<file path="config.mk">
export PLATFORM = sky130hd
export DESIGN_NAME = program_loader
export DESIGN_NICKNAME = d
export VERILOG_FILES = /design/src/rtl/program_loader_pkg.sv /design/src/rtl/program_loader_byte_packer.sv /design/src/rtl/program_loader.sv
export SDC_FILE = /design/constraint.sdc
export NUM_CORES = 1
export LEC_CHECK = 0
export CAP_MARGIN = 30
export CORE_ASPECT_RATIO = 0.6
export CORE_UTILIZATION = 45
export DETAILED_ROUTE_END_ITERATION = 10
export PLACE_DENSITY = 0.73
export REMOVE_ABC_BUFFERS = 1
export SLEW_MARGIN = 10
export SYNTH_ARGS = -nofsm -noshare
export SYNTH_HDL_FRONTEND = slang
export SYNTH_HIERARCHICAL = 1
export SYNTH_SLANG_ARGS = --single-unit
</file>
<file path="constraint.sdc">
create_clock -name clk -period 2.55 [get_ports clk]
set_clock_uncertainty 0.2 [all_clocks]
set_input_delay 0.51 -clock clk [delete_from_list [all_inputs] [get_ports clk]]
set_output_delay 0.51 -clock clk [all_outputs]
set_load 0.01 [all_outputs]
</file>
<file path="src/rtl/program_loader_pkg.sv">
// Shared loader definitions: state encodings, code-segment base address, address helper.
// The macros below are the single source of these literals for every file in the loader.
`ifndef PROGRAM_LOADER_DEFS_SVH
`define PROGRAM_LOADER_DEFS_SVH
`define CODE_SEG_PC  32'h0000_3000
`define PL_ST_IDLE   3'd0
`define PL_ST_LEN_HI 3'd1
`define PL_ST_LEN_LO 3'd2
`define PL_ST_DATA   3'd3
`define PL_ST_CSUM   3'd4
`define PL_ST_RUN    3'd5
`define PL_ST_ERR    3'd6
`endif

package program_loader_pkg;

    typedef enum logic [2:0] {
        ST_IDLE   = `PL_ST_IDLE,
        ST_LEN_HI = `PL_ST_LEN_HI,
        ST_LEN_LO = `PL_ST_LEN_LO,
        ST_DATA   = `PL_ST_DATA,
        ST_CSUM   = `PL_ST_CSUM,
        ST_RUN    = `PL_ST_RUN,
        ST_ERR    = `PL_ST_ERR
    } state_t;

    localparam logic [31:0] CODE_SEG_PC = `CODE_SEG_PC;

    function automatic logic [31:0] word_addr(input logic [31:0] base, input logic [15:0] idx);
        return base + {14'd0, idx, 2'b00};
    endfunction

endpackage

</file>
<file path="src/rtl/program_loader_byte_packer.sv">
// Packs accepted bytes MSB-first into a 32-bit word; word_ready pulses the cycle after the 4th byte.
// No backpressure of its own: it takes a byte whenever byte_vld is high.
module byte_packer (
    input  logic        clk,
    input  logic        rst,
    input  logic        clr,
    input  logic        byte_vld,
    input  logic [7:0]  byte_dat,
    output logic [31:0] word_dat,
    output logic        word_ready,
    output logic        last_byte
);

    logic [1:0]  cnt_q, cnt_d;
    logic [31:0] word_q, word_d;
    logic        ready_q, ready_d;

    always_comb begin
        cnt_d   = cnt_q;
        word_d  = word_q;
        ready_d = 1'b0;
        if (clr) begin
            cnt_d  = 2'd0;
            word_d = 32'd0;
        end else if (byte_vld) begin
            word_d  = {word_q[23:0], byte_dat};
            cnt_d   = cnt_q + 2'd1;
            ready_d = (cnt_q == 2'd3);
        end
    end

    always_ff @(posedge clk) begin
        if (!rst) begin
            cnt_q   <= 2'd0;
            word_q  <= 32'd0;
            ready_q <= 1'b0;
        end else begin
            cnt_q   <= cnt_d;
            word_q  <= word_d;
            ready_q <= ready_d;
        end
    end

    assign word_dat   = word_q;
    assign word_ready = ready_q;
    assign last_byte  = (cnt_q == 2'd3);

endmodule

</file>
<file path="src/rtl/program_loader.sv">
// Loads a length-prefixed, XOR-checksummed byte stream into instruction memory, then releases the CPU.
// One word write per 4 payload bytes, issued the cycle after the 4th byte; in_ready depends only on state.
module program_loader
    import program_loader_pkg::*;
#(
    parameter logic [31:0] BASE_ADDR = `CODE_SEG_PC,
    parameter int          MAX_WORDS = 1024
) (
    input  logic        clk,
    input  logic        rst,
    input  logic        start,
    input  logic [7:0]  in_data,
    input  logic        in_valid,
    output logic        in_ready,
    output logic        im_we,
    output logic [31:0] im_addr,
    output logic [31:0] im_wdata,
    output logic        cpu_rst,
    output logic        done,
    output logic        err
);

    localparam logic [16:0] MAX_N = 17'(MAX_WORDS);

    state_t      state_q, state_d;
    logic [7:0]  len_hi_q, len_hi_d;
    logic [15:0] len_q, len_d;
    logic [15:0] idx_q, idx_d;
    logic [7:0]  acc_q, acc_d;
    logic [15:0] n_rx;
    logic        fire, pack_vld, pack_clr, word_ready, last_byte;
    logic [31:0] word_dat;

    assign in_ready = (state_q == ST_LEN_HI) || (state_q == ST_LEN_LO) ||
                      (state_q == ST_DATA)   || (state_q == ST_CSUM);
    assign fire     = in_valid && in_ready;
    assign pack_vld = fire && (state_q == ST_DATA);
    assign n_rx     = {len_hi_q, in_data};

    always_comb begin
        state_d  = state_q;
        len_hi_d = len_hi_q;
        len_d    = len_q;
        idx_d    = idx_q;
        acc_d    = acc_q;
        pack_clr = 1'b0;
        // The write pulse trails the 4th byte, so the index advances while the address is being used.
        if (word_ready) idx_d = idx_q + 16'd1;
        case (state_q)
            ST_IDLE, ST_RUN, ST_ERR: begin
                if (start) state_d = ST_LEN_HI;
            end
            ST_LEN_HI: begin
                if (fire) begin
                    len_hi_d = in_data;
                    state_d  = ST_LEN_LO;
                end
            end
            ST_LEN_LO: begin
                if (fire) begin
                    len_d = n_rx;
                    if (n_rx == 16'd0 || {1'b0, n_rx} > MAX_N) begin
                        state_d = ST_ERR;
                    end else begin
                        state_d  = ST_DATA;
                        idx_d    = 16'd0;
                        acc_d    = 8'd0;
                        pack_clr = 1'b1;
                    end
                end
            end
            ST_DATA: begin
                if (fire) begin
                    acc_d = acc_q ^ in_data;
                    if (last_byte && idx_q == len_q - 16'd1) state_d = ST_CSUM;
                end
            end
            ST_CSUM: begin
                if (fire) state_d = (in_data == acc_q) ? ST_RUN : ST_ERR;
            end
            default: state_d = ST_IDLE;
        endcase
    end

    always_ff @(posedge clk) begin
        if (!rst) begin
            state_q  <= ST_IDLE;
            len_hi_q <= 8'd0;
            len_q    <= 16'd0;
            idx_q    <= 16'd0;
            acc_q    <= 8'd0;
        end else begin
            state_q  <= state_d;
            len_hi_q <= len_hi_d;
            len_q    <= len_d;
            idx_q    <= idx_d;
            acc_q    <= acc_d;
        end
    end

    byte_packer u_byte_packer (
        .clk        (clk),
        .rst        (rst),
        .clr        (pack_clr),
        .byte_vld   (pack_vld),
        .byte_dat   (in_data),
        .word_dat   (word_dat),
        .word_ready (word_ready),
        .last_byte  (last_byte)
    );

    assign im_we    = word_ready;
    assign im_addr  = word_addr(BASE_ADDR, idx_q);
    assign im_wdata = word_dat;
    assign cpu_rst  = (state_q != ST_RUN);
    assign done     = (state_q == ST_RUN);
    assign err      = (state_q == ST_ERR);

endmodule

</file>
; Word-level counts from Yosys, hierarchy flattened
; Cells that the tools add are included.
[op_classes]
addsub = 4
magnitude_cmp = 1
n_eq_ne = 17
mux = 20
bitwise = 3
reduce_logical = 17
[op_table]
columns = operator, n
row1 = two-way mux 16 bit, 4
row2 = two-way mux 8 bit, 3
row3 = two-way mux 3 bit, 7
row4 = "adder 14 x 18 -> 19 bit, first input constant", 1
row5 = "adder 16 x 1 -> 16 bit, second input constant", 1
row6 = equality test 16 bit, 1
row7 = "> comparator 16 x 11 -> 1 bit, second input constant", 1
row8 = zero test 16 bit, 1
row9 = one-hot mux 8 bit (2 select lines), 1
row10 = "subtractor 16 x 1 -> 16 bit, second input constant", 1
row11 = one-hot mux 3 bit (5 select lines), 1
row12 = "!= test 2 bit, second input constant", 6
row13 = "equality test 3 bit, second input constant", 3
row14 = equality test 8 bit, 1
row15 = bitwise XOR 8 bit, 1
row16 = "equality test 3 x 2 -> 1 bit, second input constant", 2
row17 = AND reduction 6 bit, 1
row18 = OR reduction 3 bit, 2
row19 = logical OR 1 bit, 4
row20 = AND reduction 2 bit, 2
row21 = AND reduction 4 bit, 1
row22 = "equality test 3 x 1 -> 1 bit, second input constant", 1
row23 = logical AND 1 bit, 3
row24 = zero test 3 bit, 1
row25 = other kinds (9), 12
[totals]
regBits = 86
inputBits = 12
out_inout_bits = 69
wordCells = 70

; Logic depth before layout (Yosys ltp)
[logic_depth]
depth_word = 8
ltp_mapped = 10
depth_no_buf = 9

; Modules after synthesis
; Netlist, hierarchy kept.
[by_module_without_submodules]
columns = module, instances, cells_each, area_each_um2, seq_area_each_um2
row1 = program_loader, 1, 399, 3261.9, 1021.0
row2 = byte_packer, 1, 115, 1303.8, 700.7

; Worst setup path before layout
; OpenSTA, ideal clock, no wires.
[synth_timing]
path_type = flip-flop to flip-flop
startpoint = register len_q[0]
endpoint = register state_q[1]
setup_ns = 0.116
arrival_time_ns = 2.264
required_ns = 2.234
slack_ns = -0.030
path_stages_with_launch = 10
path_buffers = 1
synth_period_minus_slack_ns = 2.580
cell_sequence = dfxtp_1 inv_1 ha_1 clkbuf_8 and3_4 or2_2 a221oi_2 a41oi_1 or4b_1 a31o_1
[synth_via]
elab_chain_cells = 5
[synth_lines]
columns = item, line
row1 = from (decl), program_loader.sv:27  ; logic [15:0] len_q, len_d;
row2 = from (signal assigned), program_loader.sv:95  ; len_q <= len_d;
row3 = subtractor 16 x 1 -> 16 bit, program_loader.sv:75  ; if (last_byte && idx_q == len_q - 16'd1) state_d = ST_CSUM;
row4 = equality test 16 bit, program_loader.sv:75
row5 = logical AND 1 bit, program_loader.sv:75
row6 = != test 2 x 1 -> 1 bit (no source line), n/a
row7 = AND reduction 6 bit (no source line), n/a
row8 = to (signal assigned), program_loader.sv:93  ; state_q <= state_d;
row9 = to (decl), program_loader.sv:25  ; state_t state_q, state_d;
; No other way between the ends.
; A chain may end at the register's enable or synchronous reset.

; Worst setup path in the final report
[layout_timing]
startpoint = register len_q[1]
endpoint = register state_q[1]
; Same word-level chain as after synthesis.

==> flow_metrics.py <==
metrics = {
    "setup_path": {
        "crit_cells": 9,
        "critPathMaxStageDelay_ns": 0.59,
        "arrival_ns": 2.53,
        "crit_chain": "inv_2 > ha_4 > xor2_1 > nand3_1 > nor4b_2 > buf_4 > nand4_1 > or4b_4 > a31o_1",
        "cp_max_fo": 2,
        "crit_end": "state_q[1]",
        "end_kind": "flop",
        "reg2reg_setup_slack_ns": 0.06,
        "required_ns": 2.59,
        "reg2reg_from": "len_q[1]",
        "r2r_end": "state_q[1]",
        "cp-start-kind": "flop",
        "critical_path.slowest_cell": "or4b_4",
        "crit_start": "len_q[1]",
        "critPathKind": "reg -> reg",
        "rr_worst_depth": 9,
        "crit_family": "simple AND/OR/NAND/NOR gates",
        "crit_buf_inv": 2,
    },
    "die": {
        "pin_count": 81,
        "start_util_pct": 46.4,
        "die_w_um": 132,
        "die_height_um": 80.0,
        "core-area_mm2": 0.00984,
        "num_rows": 28,
        "die_area_mm2": 0.0106,
    },
    "clocking": {
        "clk_path_buf_depth": 2,
        "cts_root_buffer": "clkbuf_16",
        "clock_sinks": 86,
        "postCtsHoldBufs": 0,
        "cts_buffers": 9,
        "clk_latency_ns": 0.35,
        "cts_tree": "done",
        "path_clk_slew_ns": 0.06,
        "cts_max_level": 3,
    },
    "detailed_routing": {
        "routed_wl_um": 11000,
        "wire_per_inst_um": 14.9,
        "ant_nets": 0,
        "vias": 3860,
        "drt_iter0_drc": 253,
        "dr.pass1.iters": 4,
        "viasPerCell": 5.22,
        "drc": 0,
    },
    "yosys": {
        "synth_top_area_share_pct": 37.7,
        "synth.most_common_cell": "dfxtp_1",
        "synthCells": 514,
        "ys_seq_area_share_pct": 37.7,
        "avgSynthCellArea_um2": 8.88,
        "ys_warn_count": 6,
        "synth_edf_count": 0,
        "synthArstFlopShare_pct": 0,
        "netlist_top_cells_count": "86 x dfxtp_1, 60 x nor2_1, 49 x nand2_1",
        "ys.flop_type": "dfxtp_1",
        "netlist_area_mm2": 0.00457,
        "synthTopCellsByArea": "dfxtp_1 38%, mux2i_1 9.6%, nor2_1 4.9%",
        "yosysUniqueCellTypes": 58,
        "synth-seq-cells": 86,
        "yosys.area.top_type": "dfxtp_1",
    },
    "timing": {
        "setup_ws_ns": 0.0606,
        "hold_viol": 0,
        "period_share_pct": 97.6,
        "rsz0062_at_grt": "yes",
        "fmax_mhz": 402,
        "whs_ns": 0.286,
        "finalCriticalPeriod_ns": 2.49,
        "slew_violations": 0,
        "setup_viol": 0,
    },
    "status": {
        "status": "finished, final reports clean",
    },
    "worst_hold_path": {
        "hold_class": "reg -> reg",
    },
    "grt": {
        "top_usage_layer": "met2",
        "grt_max_degree": 48,
        "grt_pass1_wl_um": 18500,
        "grtUsageMet1_pct": 30.1,
        "grt-ovfl-total": 0,
        "grtUsageMet3_pct": 4.51,
        "grt_use_total_pct": 22.1,
        "groute.layer.met2.usage_pct": 34.8,
        "grt_pass1_vias": 3746,
        "antenna_found_initial": 0,
    },
    "layout": {
        "nets": 617,
        "syn2layout_area_growth_pct": 30.0,
        "multi_input_area_mm2": 0.00252,
        "regArea_mm2": 0.00173,
        "drive_gt1_share_pct": 18.0,
        "fillCellCount": 816,
        "diodes": 0,
    },
    "job": {
        "drv_cap": 0,
    },
    "place": {
        "hpwl_um": 7860,
        "routabilityCongestion": 0.864,
        "place_ws_ns": -0.361,
        "io_buffer_count": 65,
    },
    "power": {
        "power_per_cell_area_mw_per_mm2": 732,
        "power_leakage_uw": 0.00229,
        "peakVddDrop_uv": 403,
    },
}
metrics by stage:
step | instances | power (µW) | utilization (%) | setup TNS, ns | area [µm²]
after floorplan | 471 | 2260 | - | -10.54 | 4210
after global placement | 721 | 2680 | 55.5 | -9.28 | 5460
after detailed placement | 721 | 2720 | 55.5 | -16.07 | 5460
after CTS | 740 | 4320 | 59.7 | 0 | 5870
after global routing | 740 | 4540 | 60.3 | -0.0485 | 5930
final | 740 | 4340 | 60.3 | 0 | 5930
cells in the final DEF, fill, tap and decap left out, drive strengths merged, types with 5 or more instances in the layout:
cell	instances
a31o	9
buf	53
clkdlybuf4s50	62
nand2	49
ha	5
nor2	61
o21ai	19
xor2	22
nor3	6
nand4	10
nand3	12
dfxtp	86
mux2i	44
clkbuf	11
a21oi	12
nor4	8
a21boi	16
conb	15
xnor2	21
and3	13
nor2b	17
inv	10
registers in the layout, summed over array words and instances, names as in the netlist:
signal                    cells
state_q                       3
u_byte_packer/word_dat       32
u_byte_packer/cnt_q           2
idx_q                        16
acc_q                         8
len_q                        16
u_byte_packer/word_ready      1
len_hi_q                      8
logic make-up after synthesis:
group	after synthesis	synth area share, %
compound gates	73	10.8
xor+xnor	43	8.25
fa+ha+maj	5	1.37
buf+inv	67	9.87
flops	86	37.7
mux	44	9.65
other cells	1	0.0821
simple gates	195	22.3
per-layer routing:
layer / part of all wire (%) / vias to the layer above
li1: - / 1900
met1: 49 / 1837
met2: 44 / 107
met3: 5.5 / 16
met4: 1.3 / 0
met5: 0 / -
where the power goes:
part | total (µW) | switching [µW] | internal, µW
Sequential | 1500 | 85.3 | 1420
Combinational | 1280 | 662 | 619
Clock | 1560 | 548 | 1010
tightest hold or removal path: stages, from the launching register on:
cell and delay (ns):
dfxtp_1 0.32, nand2_1 0.05, a21boi_0 0.06
worst min path at each step:
stage / from / end / slack [ns] / cells past startpoint
after detailed placement: len_hi_q[3] / len_q[11] / 0.27 / 2
after global placement: len_hi_q[3] / len_q[11] / 0.27 / 2
after CTS: len_hi_q[3] / len_q[11] / 0.29 / 2
final: len_hi_q[3] / len_q[11] / 0.29 / 2
after global routing: len_hi_q[6] / len_q[14] / 0.31 / 2
after floorplan: len_hi_q[4] / len_q[12] / 0.25 / 2
layout make-up:
cell class              count  share of cell area [%]
clock inverters             5                    1.77
well taps                 135                    2.85
multi-input cells         375                    42.5
inverters                  10                   0.633
repair buffers            118                    18.8
flip-flops and latches     86                    29.2
clock buffers              11                    4.26
timing repair:
action,CTS,global route
buffers inserted,3,0
gates resized for setup,11,14
pin swaps,7,0
gates cloned,0,0
setup endpoints to repair,9,8
endpoints found under the hold margin,0,0
No activity file was read; power rests on OpenSTA's default activity.
